--- src/rtl/i2s_output_stage.sv ---
// i2s_output_stage: rounds/saturates the reverberator output to DAC width and
// serialises it as stereo I2S (mono sample duplicated in both slots).
// Generates bclk/lrclk from clk and a frame_start strobe used upstream as the sample tick.
// Optional feature macro: SAT_STATUS_EN (adds clip_cnt, a saturating count of clamped captures).
// FIXED_POINT supplies the default number of fractional input bits.

`ifndef FIXED_POINT
`define FIXED_POINT 8
`endif

module i2s_output_stage #(
  parameter int unsigned WIDTH     = 24,
  parameter int unsigned FP        = `FIXED_POINT,
  parameter int unsigned DAC_BITS  = 24,
  parameter int unsigned SLOT_BITS = 32,
  parameter int unsigned BCLK_DIV  = 8
) (
  input  logic                  clk,
  input  logic                  rst,
  input  logic [WIDTH+FP-1:0]   in,
  input  logic                  in_valid,
  output logic                  frame_start,
  output logic                  bclk,
  output logic                  lrclk,
  output logic                  sdata,
  output logic                  overrun,
  output logic [15:0]           underrun_cnt
`ifdef SAT_STATUS_EN
  ,
  output logic [15:0]           clip_cnt
`endif
);

  localparam int unsigned IW         = WIDTH + FP;
  localparam int unsigned SW         = IW + 1;
  localparam int unsigned FRAME_BITS = 2 * SLOT_BITS;
  localparam int unsigned BC_W       = $clog2(FRAME_BITS);
  localparam int unsigned DIV_W      = $clog2(BCLK_DIV);
  localparam logic [SW-1:0]        RND     = SW'(1) << (FP - 1);
  localparam logic signed [SW-1:0] DAC_MAX = {{(SW-DAC_BITS+1){1'b0}}, {(DAC_BITS-1){1'b1}}};
  localparam logic signed [SW-1:0] DAC_MIN = ~DAC_MAX;

  logic [DIV_W-1:0]    div_q;
  logic [BC_W-1:0]     bit_q;
  logic [DAC_BITS-1:0] holding_q;
  logic [DAC_BITS-1:0] frame_q;
  logic                fresh_q;

  logic signed [SW-1:0] sum_c;
  logic signed [SW-1:0] shr_c;
  logic [DAC_BITS-1:0]  conv_c;
  logic                 clip_c;
  logic                 wrap_c;
  logic                 fall_c;
  logic                 load_c;
  logic [BC_W-1:0]      bit_nxt_c;
  logic [BC_W-1:0]      j_c;
  logic                 sdata_nxt_c;

  // Round half up, arithmetic shift, then clamp to the signed DAC range
  always_comb begin
    sum_c  = $signed({in[IW-1], in}) + $signed(RND);
    shr_c  = sum_c >>> FP;
    conv_c = shr_c[DAC_BITS-1:0];
    clip_c = 1'b0;
    if (shr_c > DAC_MAX) begin
      conv_c = DAC_MAX[DAC_BITS-1:0];
      clip_c = 1'b1;
    end else if (shr_c < DAC_MIN) begin
      conv_c = DAC_MIN[DAC_BITS-1:0];
      clip_c = 1'b1;
    end
  end

  // Bit clock timing: fall event, next bit position and the serial bit it carries
  always_comb begin
    wrap_c      = (div_q == DIV_W'(BCLK_DIV - 1));
    fall_c      = wrap_c && bclk;
    bit_nxt_c   = (bit_q == BC_W'(FRAME_BITS - 1)) ? '0 : bit_q + BC_W'(1);
    load_c      = fall_c && (bit_nxt_c == '0);
    j_c         = (bit_nxt_c >= BC_W'(SLOT_BITS)) ? bit_nxt_c - BC_W'(SLOT_BITS) : bit_nxt_c;
    sdata_nxt_c = 1'b0;
    for (int b = 0; b < int'(DAC_BITS); b++) begin
      if (j_c == BC_W'(int'(DAC_BITS) - b)) sdata_nxt_c = frame_q[b];
    end
  end

  // Clock divider and I2S serial outputs
  always_ff @(posedge clk or posedge rst) begin
    if (rst) begin
      div_q       <= '0;
      bclk        <= 1'b0;
      lrclk       <= 1'b0;
      sdata       <= 1'b0;
      frame_start <= 1'b0;
      bit_q       <= BC_W'(FRAME_BITS - 1);
    end else begin
      div_q       <= wrap_c ? '0 : div_q + DIV_W'(1);
      frame_start <= load_c;
      if (wrap_c) bclk <= ~bclk;
      if (fall_c) begin
        bit_q <= bit_nxt_c;
        lrclk <= (bit_nxt_c >= BC_W'(SLOT_BITS));
        sdata <= sdata_nxt_c;
      end
    end
  end

  // Sample capture, frame load and status flags
  always_ff @(posedge clk or posedge rst) begin
    if (rst) begin
      holding_q    <= '0;
      frame_q      <= '0;
      fresh_q      <= 1'b0;
      overrun      <= 1'b0;
      underrun_cnt <= '0;
    end else begin
      if (load_c) begin
        if (fresh_q) frame_q <= holding_q;
        else if (underrun_cnt != 16'hFFFF) underrun_cnt <= underrun_cnt + 16'd1;
      end
      if (in_valid) holding_q <= conv_c;
      if (in_valid && fresh_q && !load_c) overrun <= 1'b1;
      if (in_valid) fresh_q <= 1'b1;
      else if (load_c) fresh_q <= 1'b0;
    end
  end

`ifdef SAT_STATUS_EN
  // Saturating count of captures that were clamped
  always_ff @(posedge clk or posedge rst) begin
    if (rst) begin
      clip_cnt <= '0;
    end else if (in_valid && clip_c && (clip_cnt != 16'hFFFF)) begin
      clip_cnt <= clip_cnt + 16'd1;
    end
  end
`endif

endmodule

--- config.mk ---
export PLATFORM = sky130hd
export DESIGN_NAME = i2s_output_stage
export DESIGN_NICKNAME = d
export VERILOG_FILES = /design/src/rtl/i2s_output_stage.sv
export SDC_FILE = /design/constraint.sdc
export NUM_CORES = 1
export LEC_CHECK = 0
export ABC_AREA = 1
export ABC_CLOCK_PERIOD_IN_PS = 4000
export BUFFER_PORTS_ARGS = -buffer_cell sky130_fd_sc_hd__buf_2
export CAP_MARGIN = 20
export CORE_ASPECT_RATIO = 0.8
export CORE_UTILIZATION = 50
export DETAILED_ROUTE_END_ITERATION = 8
export PLACE_DENSITY_LB_ADDON = 0.15
export SYNTH_ARGS = -nofsm -noshare
export SYNTH_HDL_FRONTEND = slang
export SYNTH_SLANG_ARGS = --single-unit
--- constraint.sdc ---
create_clock -name clk -period 4 [get_ports clk]
set_input_delay 0.8 -clock clk [delete_from_list [all_inputs] [get_ports clk]]
set_output_delay 0.8 -clock clk [all_outputs]
set_load 0.02 [all_outputs]
==> impl_metrics.csv, run 1 <==
group,metric,value,unit
cts,cts.clk_slew.worst_paths,0.07,ns
critical_path,path_common_cell,"inv_2",
power,power_density,322,mW/mm2
logic_synthesis,seq_area_frac_synth,45.6,%
cts,root_buffer,"clkbuf_8",
critical_path,cp_slowest_cell,"a21oi_4",
cells_and_area,post-route-util,58.5,%
power,power.switching,0.349,mW
sta,finalHoldViolations,0,
cts,post_cts_resized,0,
grt,grt_pass1_wl,15300,um
grt,grt_usage,21.5,%
power,ir_drop,187,uV
outcome,status,"finished, final reports clean",
cts,numCtsBuffers,9,
logic_synthesis,synth-edff-count,0,
logic_synthesis,yosysMostFrequentCell,"nand2_1",
routing,viasPerCell,4.98,
logic_synthesis,synth_top_area_share,42.0,%
sta,rsz0062_at_grt,"no",
cts,h-tree-depth,3,
cts,cts_tree,"done",
floorplanning,dieArea,0.00908,mm2
power,p_clk_share,40.7,%
sta,slew_headroom,57.1,%
sta,fmax,296,MHz
sta,period_share,84.6,%
sta,tns,0,ns
cts,ctsHoldBuffers,0,
logic_synthesis,yosysWarnings,0,
logic_synthesis,yosysUniqueCellTypes,38,
grt,grt_overflow,0,
cells_and_area,multi_input_area,0.00193,mm2
floorplanning,io_pins,56,
routing,routed_wirelength,8690,um
floorplanning,chipWidth,106,um
logic_synthesis,synthCells,546,
grt,antenna_found_initial,0,
logic_synthesis,syn_area_per_cell,7.96,um2
cts,cts.path.max_buffers,2,
logic_synthesis,synthesis.area,0.00435,mm2
critical_path,end_kind,"flop",
logic_synthesis,yosysTopAreaCell,"dfrtp_1",
power,p_int,1.24,mW
worst_hold_path,hold_path_class,"reg -> reg",
routing,drt_first_pass_iters,5,
sta,drv_slew,0,
critical_path,crit_fanout,23,
placed_design,io_buffers,48,
sta,setup_viol,0,
sta,skew,0.00860,ns
job,cap_violations,0,
power,leakagePower,2.49,nW
critical_path,start_kind,"primary input",
cells_and_area,seqCellArea,0.00198,mm2
cts,worstSkewPairLatency,0.34,ns
sta,worstMarginPinSlew,0.638,ns
cells_and_area,antennaDiodeCount,0,
cells_and_area,nFillCells,815,
logic_synthesis,synth_common_cells,"nand2_1, inv_1, dfrtp_1, nor2_1, o21ai_0",
grt,first_global_vias,3275,
sta,fin_crit,3.38,ns
power,comb_power_share,7.0,%
logic_synthesis,async_flop_share,100,%
routing,wl_per_cell,12.2,um
routing,drc,0,
placed_design,dp_hpwl,6620,um
cells_and_area,layout.nets,644,
critical_path,critical_path_class,"in -> reg",
logic_synthesis,synth_nets,590,
power,seq_power_share,52.3,%
cts,cts.sink_count,79,
floorplanning,core-area,0.00845,mm2
grt,grt_max_degree,51,
placed_design,gp_routability_congestion,0.861,
logic_synthesis,yosys-top-cells-area,"dfrtp_1, nand2_1, inv_1",
routing,num_vias,3563,
floorplanning,row_count,30,
critical_path,arrival,3.61,ns
floorplanning,initial_core_util,51.5,%
routing,drt-initial-drc-count,169,
power,swShare,22.0,%
cts,postCtsSetupBuffers,0,
critical_path,crit_path_max_incr_delay,0.48,ns
routing,postRouteAntennaNets,0,
critical_path,worst_ep_required_time,4.23,ns
logic_synthesis,ys.flop_type,"dfrtp_1",
cells_and_area,syn_to_final_growth,13.6,%
cells_and_area,drive_gt1_share,20.1,%
floorplanning,dieHeight,85.4,um
logic_synthesis,synth_seq_cells,79,
-- through the flow --
stage               total power [mW]  instance area, um2  worst slack [ns]  instances  hold slack [ns]
finish                          1.59                4940             0.617        715            0.435
global route                    1.66                4940             0.200        715            0.454
CTS                             1.61                4940             0.639        715            0.444
detailed placement             0.959                4720             0.289        701            0.428
global placement               0.956                4720             0.381        701            0.421
floorplan                      0.914                4350              1.00        546            0.403
-- worst max-delay path, delay by kind of cell --
kind                       cells  cell delay, ns
and+or+nand+nor               12            1.32
AOI/OAI and AO/OA              3            0.76
buffers and inverters          9            0.52
adders and majority gates      1            0.19
-- cells by family after synthesis --
kind of cell,count (synthesis),share of synthesized area [%]
compound gates,82,11.0
flops,79,45.6
xor+xnor,24,5.01
simple gates,235,24.1
fa+ha+maj,9,2.59
buf+inv,111,10.1
mux,6,1.55
-- placed cells by master (no fill, tap or decap), drive strengths merged --
master,count
a21oi,13
a22oi,11
a31o,1
a31oi,4
a32oi,1
buf,52
bufinv,2
clkbuf,11
clkinvlp,1
dfrtp,73
dfstp,6
ha,9
inv,102
mux2,6
nand2,128
nand3,26
nand4,9
nor2,56
nor3,11
nor4,3
o21a,1
o21ai,46
o22ai,3
o2bb2ai,2
or2,1
or4,1
xnor2,8
xor2,16
-- routing by layer --
metal	up-vias	global-route usage (%)	share of wire [%]
li1	1834	-	-
met1	1668	31.5	51
met2	51	32.4	45
met3	10	4.76	3.1
met4	0	4.92	0.97
met5	-	0	0
-- registers in the layout, indices dropped and copies added, names as in the netlist --
signal and cells:
bclk 1, bit_q 6, div_q 3, frame_q 24
frame_start 1, fresh_q 1, holding_q 24, lrclk 1
overrun 1, sdata 1, underrun_cnt 16
-- worst paths after layout --
kind	startpoint	end	slack, ns	depth (start not counted)
worst min register to register	div_q[0]	div_q[0]	0.43	1
worst max-delay path	in[7]	holding_q[6]	0.62	25
worst min-delay path	div_q[0]	div_q[0]	0.43	1
min in group asynchronous	rst	frame_q[4]	0.54	2
max in group asynchronous	rst	bit_q[4]	2.74	3
worst max register to register	bit_q[0]	sdata	0.98	31
-- power by group through the flow --
stage | combinational [mW] | sequential (mW) | clock, mW
after floorplan | 0.0704 | 0.844 | 0
after global placement | 0.109 | 0.847 | 0
after detailed placement | 0.112 | 0.847 | 0
after CTS | 0.113 | 0.831 | 0.665
after global routing | 0.129 | 0.834 | 0.693
final | 0.110 | 0.831 | 0.646
-- final cells by class --
type	instances	share of cell area, %
clock buffers	11	3.07
clock inverters	3	1.37
inverters	102	7.81
multi-input cells	356	39.0
flip-flops and latches	79	40.2
well taps	112	2.84
repair buffers	52	5.73
(Power assumes the default switching activity.)
==> run 2, diff against run 1 <==
Settings changed: ABC_CLOCK_PERIOD_IN_PS 4000 to 3100.
Clock period 4 ns to 3.1 ns, I/O delays scaled along.
==> run 2 against run 1 <==
Clock power increased by 15%. Global-route usage increased by 0.13 points. Via count is 3.0% higher. Register-to-register slack worse by 0.73 ns. Total power grew 24%. Sequential power is 29% higher. Critical path depth is the same. Final cell count increased by 2.7%. Combinational power up 46%. Routed wire length rose by 6.9%. Highest routed layer unchanged.
==> impl_metrics.csv, run 2 (synthesized netlist as in run 1, its figures left out) <==
group,metric,value,unit
outcome,status,"finished, final reports clean",
grt,grt_overflow,0,
cells_and_area,layout.nets,661,
cts,ctsHoldBuffers,0,
critical_path,r2r_slack,0.25,ns
sta,period_share,92.5,%
floorplanning,io_pins,56,
routing,wl_per_cell,12.7,um
critical_path,start_kind,"primary input",
cells_and_area,fin_cells,734,
cts,numCtsBuffers,9,
critical_path,path_common_cell,"inv_2",
placed_design,placed_cells,708,
power,power_density,382,mW/mm2
cells_and_area,drive_gt1_share,23.3,%
cts,cts_tree,"done",
critical_path,worstReg2RegEnd,"sdata",
critical_path,crit_buf_inv,10,
critical_path,arrival,3.13,ns
cts,cts.path.max_buffers,2,
floorplanning,core-area,0.00845,mm2
sta,rsz0062_at_grt,"yes",
routing,drt-initial-drc-count,142,
grt,antenna_found_initial,0,
cts,worstSkewPairLatency,0.35,ns
power,ir_drop,317,uV
job,cap_violations,0,
grt,grt_usage,21.6,%
critical_path,end_kind,"flop",
critical_path,cp_slowest_cell,"buf_4",
cts,root_buffer,"clkbuf_8",
critical_path,critical_path_class,"in -> reg",
sta,hold_ws,0.342,ns
routing,drc,0,
critical_path,crit_path_max_incr_delay,0.18,ns
floorplanning,chipWidth,106,um
sta,finalHoldViolations,0,
critical_path,r2r_cells,31,
sta,setup_viol,0,
cts,h-tree-depth,3,
sta,worst_slack,0.231,ns
cells_and_area,reg_top3,"frame_q (24), holding_q (24), underrun_cnt (16)",
sta,worstMarginPinSlew,0.608,ns
grt,grt_max_degree,80,
critical_path,cpLargestDelayFamily,"simple AND/OR/NAND/NOR gates",
grt,first_global_vias,3486,
placed_design,preCtsSetupSlack,-0.132,ns
worst_hold_path,hold_path_class,"in -> async",
cells_and_area,final_common_cell,"nand2_1",
critical_path,worst_ep_required_time,3.36,ns
power,leakagePower,2.59,nW
cts,cts.clk_slew.worst_paths,0.07,ns
placed_design,io_buffers,48,
floorplanning,initial_core_util,51.5,%
sta,drv_slew,0,
placed_design,gp_routability_congestion,0.879,
routing,postRouteAntennaNets,0,
cells_and_area,antennaDiodeCount,0,
sta,fmax,349,MHz
routing,routed_wirelength,9290,um
cts,cts.sink_count,79,
routing,num_vias,3669,
grt,grt_pass1_wl,15300,um
critical_path,crit_fanout,11,
placed_design,dp_hpwl,6710,um
routing,viasPerCell,5.00,
cells_and_area,syn_to_final_growth,18.9,%
routing,drt_first_pass_iters,4,
sta,slew_headroom,59.1,%
sta,tns,0,ns
floorplanning,dieHeight,85.4,um
sta,skew,0.00948,ns
floorplanning,row_count,30,
sta,fin_crit,2.87,ns
critical_path,r2r-start,"bit_q[1]",
floorplanning,dieArea,0.00908,mm2
cells_and_area,layout_common_cells,"nand2_1, inv_1, dfrtp_1, buf_2, nor2_1",
-- run 2: cell type report --
| type | instances | area [um2] |
|---|---|---|
| Fill cell | 770 | 3270 |
| Multi-Input combinational cell | 356 | 2010 |
| Sequential cell | 79 | 1980 |
| Timing Repair Buffer | 69 | 462 |
| Inverter | 102 | 388 |
| Clock buffer | 13 | 149 |
| Tap cell | 112 | 140 |
| Clock inverter | 3 | 42.5 |
-- run 2: worst max path at each step --
stage                     depth (start not counted)     start  slack, ns             to
after floorplan                                  25     in[7]       0.28   holding_q[4]
after global placement                           21     in[7]      -0.08  holding_q[18]
after detailed placement                         26     in[7]      -0.13   holding_q[0]
after CTS                                        30  bit_q[0]       0.13          sdata
after global routing                             31  bit_q[1]      -0.09          sdata
final                                            25     in[7]       0.23   holding_q[9]
-- run 2: tightest hold or removal path, stage by stage --
cell	delay, ns
buf_2	0.10
inv_2	0.06
buf_12	0.33
-- run 2: routing by layer --
metal / wire length, um / global-route usage [%]
met1: 4660 / 28.9
met2: 4200 / 34.5
met5: 0 / 0
met3: 326 / 5.22
met4: 106 / 7.07
-- run 2: through the flow --
step,utilization [%],cell area [um2],power [mW]
after floorplan,-,4350,1.18
after global placement,56.6,4780,1.24
after detailed placement,56.6,4780,1.24
after CTS,58.9,4970,1.99
after global routing,61.2,5170,2.06
final,61.2,5170,1.98
-- run 2: repair_timing --
item,CTS,global route
endpoints found under the setup margin,0,16
gates resized for setup,0,18
setup buffers,0,8
-- run 2: power by group --
group	switching (mW)	total, mW	internal [mW]
logic	0.100	0.161	0.0610
clock network	0.347	0.741	0.394
registers	0.0130	1.07	1.06
total	0.461	1.98	1.52
